**src/rtl/lupa_spi_slave_regs.sv**
```systemverilog
// LUPA300 3-wire configuration SPI responder: oversampled frame decoder plus register bank.
// Optional LUPA_SHADOW_EN: writes are staged in a shadow bank and applied on the Frame_Valid falling edge.
module lupa_spi_slave_regs #(
  parameter int unsigned         NREG     = 16,
  parameter int unsigned         DW       = 8,
  parameter int unsigned         AW       = 7,
  parameter logic [NREG*DW-1:0]  DEFAULTS = '0
) (
  input  logic               iCLOCK_80,
  input  logic               RST_N,
  input  logic               SPI_EN,
  input  logic               SPI_CLK,
  input  logic               SPI_DAT,
  input  logic               Frame_Valid,
  output logic [NREG*DW-1:0] regs_flat,
  output logic               wr_stb,
  output logic [AW-1:0]      wr_addr,
  output logic [DW-1:0]      wr_data,
  output logic               frame_err,
  output logic [15:0]        wr_count
);

  localparam int unsigned FW     = 1 + AW + DW;
  localparam logic [4:0]  FW_LEN = 5'(FW);

  typedef enum logic [1:0] {S_IDLE, S_SHIFT, S_CHECK, S_COMMIT} state_t;

  state_t         state;
  logic [FW-1:0]  sr;
  logic [4:0]     bitcnt;
  logic           start_pend;

  logic en_s1, en_s2, en_s3;
  logic ck_s1, ck_s2, ck_s3;
  logic dt_s1, dt_s2;
  logic fv_s1, fv_s2;

  always_ff @(posedge iCLOCK_80 or negedge RST_N) begin
    if (!RST_N) begin
      en_s1 <= 1'b1; en_s2 <= 1'b1; en_s3 <= 1'b1;
      ck_s1 <= 1'b0; ck_s2 <= 1'b0; ck_s3 <= 1'b0;
      dt_s1 <= 1'b0; dt_s2 <= 1'b0;
      fv_s1 <= 1'b0; fv_s2 <= 1'b0;
    end else begin
      en_s1 <= SPI_EN;      en_s2 <= en_s1; en_s3 <= en_s2;
      ck_s1 <= SPI_CLK;     ck_s2 <= ck_s1; ck_s3 <= ck_s2;
      dt_s1 <= SPI_DAT;     dt_s2 <= dt_s1;
      fv_s1 <= Frame_Valid; fv_s2 <= fv_s1;
    end
  end

  logic          en_fall, en_rise, clk_rise, restart;
  logic          f_w, len_ok, addr_ok;
  logic [AW-1:0] f_addr;
  logic [DW-1:0] f_data;
  logic [NREG-1:0] hit;

  always_comb begin
    en_fall  = !en_s2 && en_s3;
    en_rise  = en_s2 && !en_s3;
    clk_rise = ck_s2 && !ck_s3;
    restart  = start_pend || en_fall;
    f_w      = sr[FW-1];
    f_addr   = sr[FW-2 -: AW];
    f_data   = sr[DW-1:0];
    len_ok   = (bitcnt == FW_LEN);
    addr_ok  = (32'(f_addr) < NREG);
    hit      = '0;
    if (state == S_COMMIT) begin
      for (int unsigned i = 0; i < NREG; i++) begin
        if (AW'(i) == f_addr) hit[i] = 1'b1;
      end
    end
  end

  // An SPI_EN fall arriving during CHECK/COMMIT is held in start_pend so the next frame starts directly.
  always_ff @(posedge iCLOCK_80 or negedge RST_N) begin
    if (!RST_N) begin
      state      <= S_IDLE;
      sr         <= '0;
      bitcnt     <= '0;
      start_pend <= 1'b0;
      wr_stb     <= 1'b0;
      wr_addr    <= '0;
      wr_data    <= '0;
      frame_err  <= 1'b0;
      wr_count   <= '0;
    end else begin
      wr_stb    <= 1'b0;
      frame_err <= 1'b0;
      case (state)
        S_IDLE: begin
          if (en_fall) begin
            sr     <= '0;
            bitcnt <= '0;
            state  <= S_SHIFT;
          end
        end
        S_SHIFT: begin
          if (en_rise) begin
            state      <= S_CHECK;
            start_pend <= 1'b0;
          end else if (clk_rise && !en_s2) begin
            sr <= {sr[FW-2:0], dt_s2};
            if (bitcnt != 5'd31) bitcnt <= bitcnt + 5'd1;
          end
        end
        S_CHECK: begin
          if (len_ok && f_w && addr_ok) begin
            state      <= S_COMMIT;
            start_pend <= restart;
          end else begin
            if (!(len_ok && !f_w)) frame_err <= 1'b1;
            start_pend <= 1'b0;
            if (restart) begin
              sr     <= '0;
              bitcnt <= '0;
              state  <= S_SHIFT;
            end else begin
              state <= S_IDLE;
            end
          end
        end
        S_COMMIT: begin
          wr_stb     <= 1'b1;
          wr_addr    <= f_addr;
          wr_data    <= f_data;
          if (wr_count != 16'hFFFF) wr_count <= wr_count + 16'd1;
          start_pend <= 1'b0;
          if (restart) begin
            sr     <= '0;
            bitcnt <= '0;
            state  <= S_SHIFT;
          end else begin
            state <= S_IDLE;
          end
        end
        default: state <= S_IDLE;
      endcase
    end
  end

`ifdef LUPA_SHADOW_EN
  logic [NREG*DW-1:0] shadow_q;
  logic [NREG-1:0]    pend_q;
  logic               fv_s3, fv_fall;

  assign fv_fall = !fv_s2 && fv_s3;

  // A commit while Frame_Valid is low (including the falling-edge cycle) goes straight to the active bank.
  always_ff @(posedge iCLOCK_80 or negedge RST_N) begin
    if (!RST_N) begin
      fv_s3     <= 1'b0;
      shadow_q  <= DEFAULTS;
      pend_q    <= '0;
      regs_flat <= DEFAULTS;
    end else begin
      fv_s3 <= fv_s2;
      for (int unsigned i = 0; i < NREG; i++) begin
        if (hit[i]) shadow_q[i*DW +: DW] <= f_data;
        if (!fv_s2 && hit[i])
          regs_flat[i*DW +: DW] <= f_data;
        else if (fv_fall && pend_q[i])
          regs_flat[i*DW +: DW] <= shadow_q[i*DW +: DW];
      end
      if (fv_fall)
        pend_q <= '0;
      else if (fv_s2)
        pend_q <= pend_q | hit;
    end
  end
`else
  logic unused_fv;
  assign unused_fv = fv_s2;

  always_ff @(posedge iCLOCK_80 or negedge RST_N) begin
    if (!RST_N) begin
      regs_flat <= DEFAULTS;
    end else begin
      for (int unsigned i = 0; i < NREG; i++) begin
        if (hit[i]) regs_flat[i*DW +: DW] <= f_data;
      end
    end
  end
`endif

endmodule

```
**config.mk**
```make
export PLATFORM = sky130hd
export DESIGN_NAME = lupa_spi_slave_regs
export DESIGN_NICKNAME = d
export VERILOG_FILES = /design/src/rtl/lupa_spi_slave_regs.sv
export SDC_FILE = /design/constraint.sdc
export NUM_CORES = 1
export LEC_CHECK = 0
export BUFFER_PORTS_ARGS = -buffer_cell sky130_fd_sc_hd__buf_2
export CAP_MARGIN = 0
export CELL_PAD_IN_SITES_DETAIL_PLACEMENT = 1
export CELL_PAD_IN_SITES_GLOBAL_PLACEMENT = 1
export CORE_MARGIN = 4
export CORE_UTILIZATION = 45
export CTS_CLUSTER_SIZE = 10
export DETAILED_ROUTE_END_ITERATION = 6
export PLACE_DENSITY_LB_ADDON = 0.05
export SYNTH_ARGS = -nofsm -noshare
export SYNTH_HDL_FRONTEND = slang
export SYNTH_SLANG_ARGS = --single-unit
export TNS_END_PERCENT = 50
```
**constraint.sdc**
```tcl
create_clock -name iCLOCK_80 -period 3 [get_ports iCLOCK_80]
set_clock_uncertainty 0.1 [all_clocks]
set_input_delay 0.3 -clock iCLOCK_80 [delete_from_list [all_inputs] [get_ports iCLOCK_80]]
set_output_delay 0.3 -clock iCLOCK_80 [all_outputs]
set_load 0.01 [all_outputs]
```
==> impl_metrics.csv <==
group,metric,value,unit
status,status,"finished clean",
die,die_h,139,um
clock_network,cts_hold_buf,4,
clock_network,cts_resized,0,
layout,final_cells,963,
hold_path,worstHoldPathType,"flop to flop",
timing,finalSetupViolCount,0,
synthesis,syn_area,0.00776,mm^2
layout,register_area,0.00483,mm^2
synthesis,ys_types,48,
timing,tns,0,ns
placement,place_congestion,0.758,
layout,final_cell_area,0.00946,mm^2
placement,place_area,0.00883,mm^2
worst_setup_path,cpPeakStageDelay,0.47,ns
synthesis,yosys.area.top_type_share,61.3,%
pwr,power_density,561,mW/mm^2
placement,pre_cts_ws,0.683,ns
die,coreArea,0.0168,mm^2
clock_network,insertion_delay,0.43,ns
pwr,p_total,5300,uW
worst_setup_path,critical_path.endpoint_type,"flop",
placement,portBuffers,165,
synthesis,netlist_instances,558,
synthesis,synth.yosys.warnings,0,
drt,drc_errors,0,
timing,layout_setup_ws,0.661,ns
worst_setup_path,cpMaxStageDelayCell,"nand3_2",
timing,final-max-slew-violation-count,0,
layout,drive_above_1_share,49.1,%
timing,rsz0062_at_grt,"no",
clock_network,cts_setup_buffers,0,
synthesis,syn-num-nets,568,
layout,fill_cells,1739,
drt,via_per_inst,5.24,
synthesis,syn_area_per_cell,13.9,um^2
timing,fin_crit_sh,78.0,%
timing,max_slew_margin,44.6,%
die,initial_core_util,46.3,%
timing,hold_violations,0,
timing,tightest_slew,0.830,ns
layout,multiInputGateArea,0.00276,mm^2
die,rows,47,
grt,grt_pass1_vias,5556,
layout,nNetsFinal,740,
grt,grt_max_degree,90,
clock_network,cts.path.max_buffers,2,
clock_network,root_buffer,"clkbuf_16",
grt,grt_use_total,20.9,%
drt,dr.pass1.iters,4,
grt,grt_first_pass_wirelength,32.0,mm
drt,wirelength,19.5,mm
timing,max_freq,428,MHz
clock_network,cts_tree,"done",
drt,vias,5048,
placement,placed_cells,927,
layout,synthToLayoutAreaGrowth,21.9,%
layout,insertedDiodeCount,0,
worst_setup_path,crit_buf_inv,1,
die,die-width,139,um
run,cap_violations,0,
worst_setup_path,crit_required,3.24,ns
worst_setup_path,path_delay_family,"simple AND/OR/NAND/NOR gates",
die,io_pins,167,
timing,fin_crit,2.34,ns
placement,dpl.hpwl,13.4,mm
synthesis,yosys.area.top_type,"dfrtp_1",
worst_setup_path,cp.arrival,2.58,ns
die,die-area,0.0194,mm^2
synthesis,synthArstFlopShare,100,%
drt,drt_iter0_drc,179,
worst_setup_path,crit_chain,"inv_1 -> ha_1 -> nor4bb_1 -> nand4bb_1 -> nand3_2 -> mux2i_1",
clock_network,clkTransAtPathRegs,0.08,ns
grt,antenna_found_initial,0,
drt,ant_nets,0,
clock_network,numCtsBuffers,17,
worst_setup_path,path_max_fanout,15,
worst_setup_path,cp-start-kind,"flop",
clock_network,cts_sinks,193,
synthesis,ys_top_cells_by_area,"dfrtp_1 (61%), mux2_2 (19%), nand2_1 (2.4%), mux2i_1 (1.8%), xor2_1 (1.1%)",
synthesis,synth_edf_count,0,
clock_network,cts_max_level,4,
synthesis,synth-seq-area-share,62.3,%
pwr,peakVddDrop,0.000403,V
drt,wl_per_cell,20.2,um
grt,overflow,0,
synthesis,yosys_register_bits,193,
worst_setup_path,setup.worst_path.class,"flop to flop",
synthesis,synth_flop_cell,"dfrtp_1",
pwr,total_leakage_power,0.00520,uW
## where the power goes
group | total [uW] | leakage (uW) | internal, uW | switching (uW)
clock | 2240 | 0.000284 | 1200 | 1050
combinational | 287 | 0.00225 | 110 | 176
sequential | 2770 | 0.00266 | 2670 | 107
total | 5300 | 0.00520 | 3970 | 1330
## logic make-up (layout without fill, tap and decap cells)
kind of cell / after synthesis / in the layout / synth area share (%)
buf+inv: 41 / 226 / 2.19
mux: 145 / 145 / 20.8
compound gates: 42 / 42 / 3.42
simple gates: 122 / 122 / 9.37
fa+ha+maj: 4 / 4 / 0.645
flops: 193 / 193 / 62.3
xor+xnor: 11 / 11 / 1.24
## state kept, by name, indices dropped and copies added, names as in the netlist, 2 cells and up
signal and flops:
wr_count 16, wr_data 8, state 2, regs_flat 128, bitcnt 5, sr 16, wr_addr 7
## worst paths after layout
| path | from | endpoint | slack [ns] | depth (start not counted) |
|---|---|---|---|---|
| setup / recovery | bitcnt[0] | sr[9] | 0.66 | 6 |
| hold / removal | dt_s1 | dt_s2 | 0.26 | 0 |
| setup reg to reg | bitcnt[0] | sr[9] | 0.66 | 6 |
| hold reg to reg | dt_s1 | dt_s2 | 0.26 | 0 |
| max in group asynchronous | RST_N | en_s3 | 1.58 | 3 |
| min in group asynchronous | RST_N | wr_count[11] | 0.39 | 2 |
## routing by layer
metal / up-vias / share of wire [%] / global-route usage [%]
met5: - / 0 / 0
met1: 2617 / 43 / 27.0
met2: 135 / 49 / 34.1
met3: 9 / 7.3 / 7.00
li1: 2287 / - / -
met4: 0 / 0.71 / 5.25
## cell usage in the layout (no fill, tap or decap), types with 4 or more instances in the layout
cell type | synthesis | final
nor2_1 | 6 | 6
nand2_2 | 7 | 7
clkinv_4 | 0 | 4
buf_2 | 5 | 164
buf_4 | 2 | 5
dfrtp_1 | 190 | 190
dlygate4sd3_1 | 0 | 4
o21ai_0 | 13 | 13
nand3_1 | 8 | 8
ha_1 | 4 | 4
nand2b_1 | 6 | 6
nand4_1 | 5 | 5
xor2_1 | 10 | 10
clkbuf_16 | 0 | 17
nor3_4 | 4 | 4
a211oi_1 | 4 | 4
nand2_1 | 49 | 49
a21oi_1 | 14 | 14
nor3_1 | 6 | 6
inv_1 | 19 | 19
mux2_2 | 131 | 131
mux2i_1 | 14 | 14
nor2_2 | 4 | 4
## synthesized netlist by cell type, types with 5 or more instances
cell type,number
buf_2,5
mux2i_1,14
o21ai_0,13
clkbuf_1,13
inv_1,19
nand3_1,8
mux2_2,131
nor3_1,6
nand2_1,49
nand2b_1,6
dfrtp_1,190
xor2_1,10
nor2_1,6
nand4_1,5
a21oi_1,14
nand2_2,7
## area by class of cell
type	count	area share, %
clock buffer	18	4.64
multi-input combinational	324	29.1
tap	220	2.91
inverter	19	0.754
sequential	193	51.1
timing repair buffer	175	9.86
clock inverter	14	1.59
## stage by stage
stage | util (%) | hold WS, ns
after floorplan | - | -0.0956
after global placement | 52.7 | 0.234
after detailed placement | 52.7 | 0.246
after CTS | 56.4 | 0.261
after global routing | 56.4 | 0.267
final | 56.4 | 0.258
Note: power is estimated with default switching activity, not from simulation.
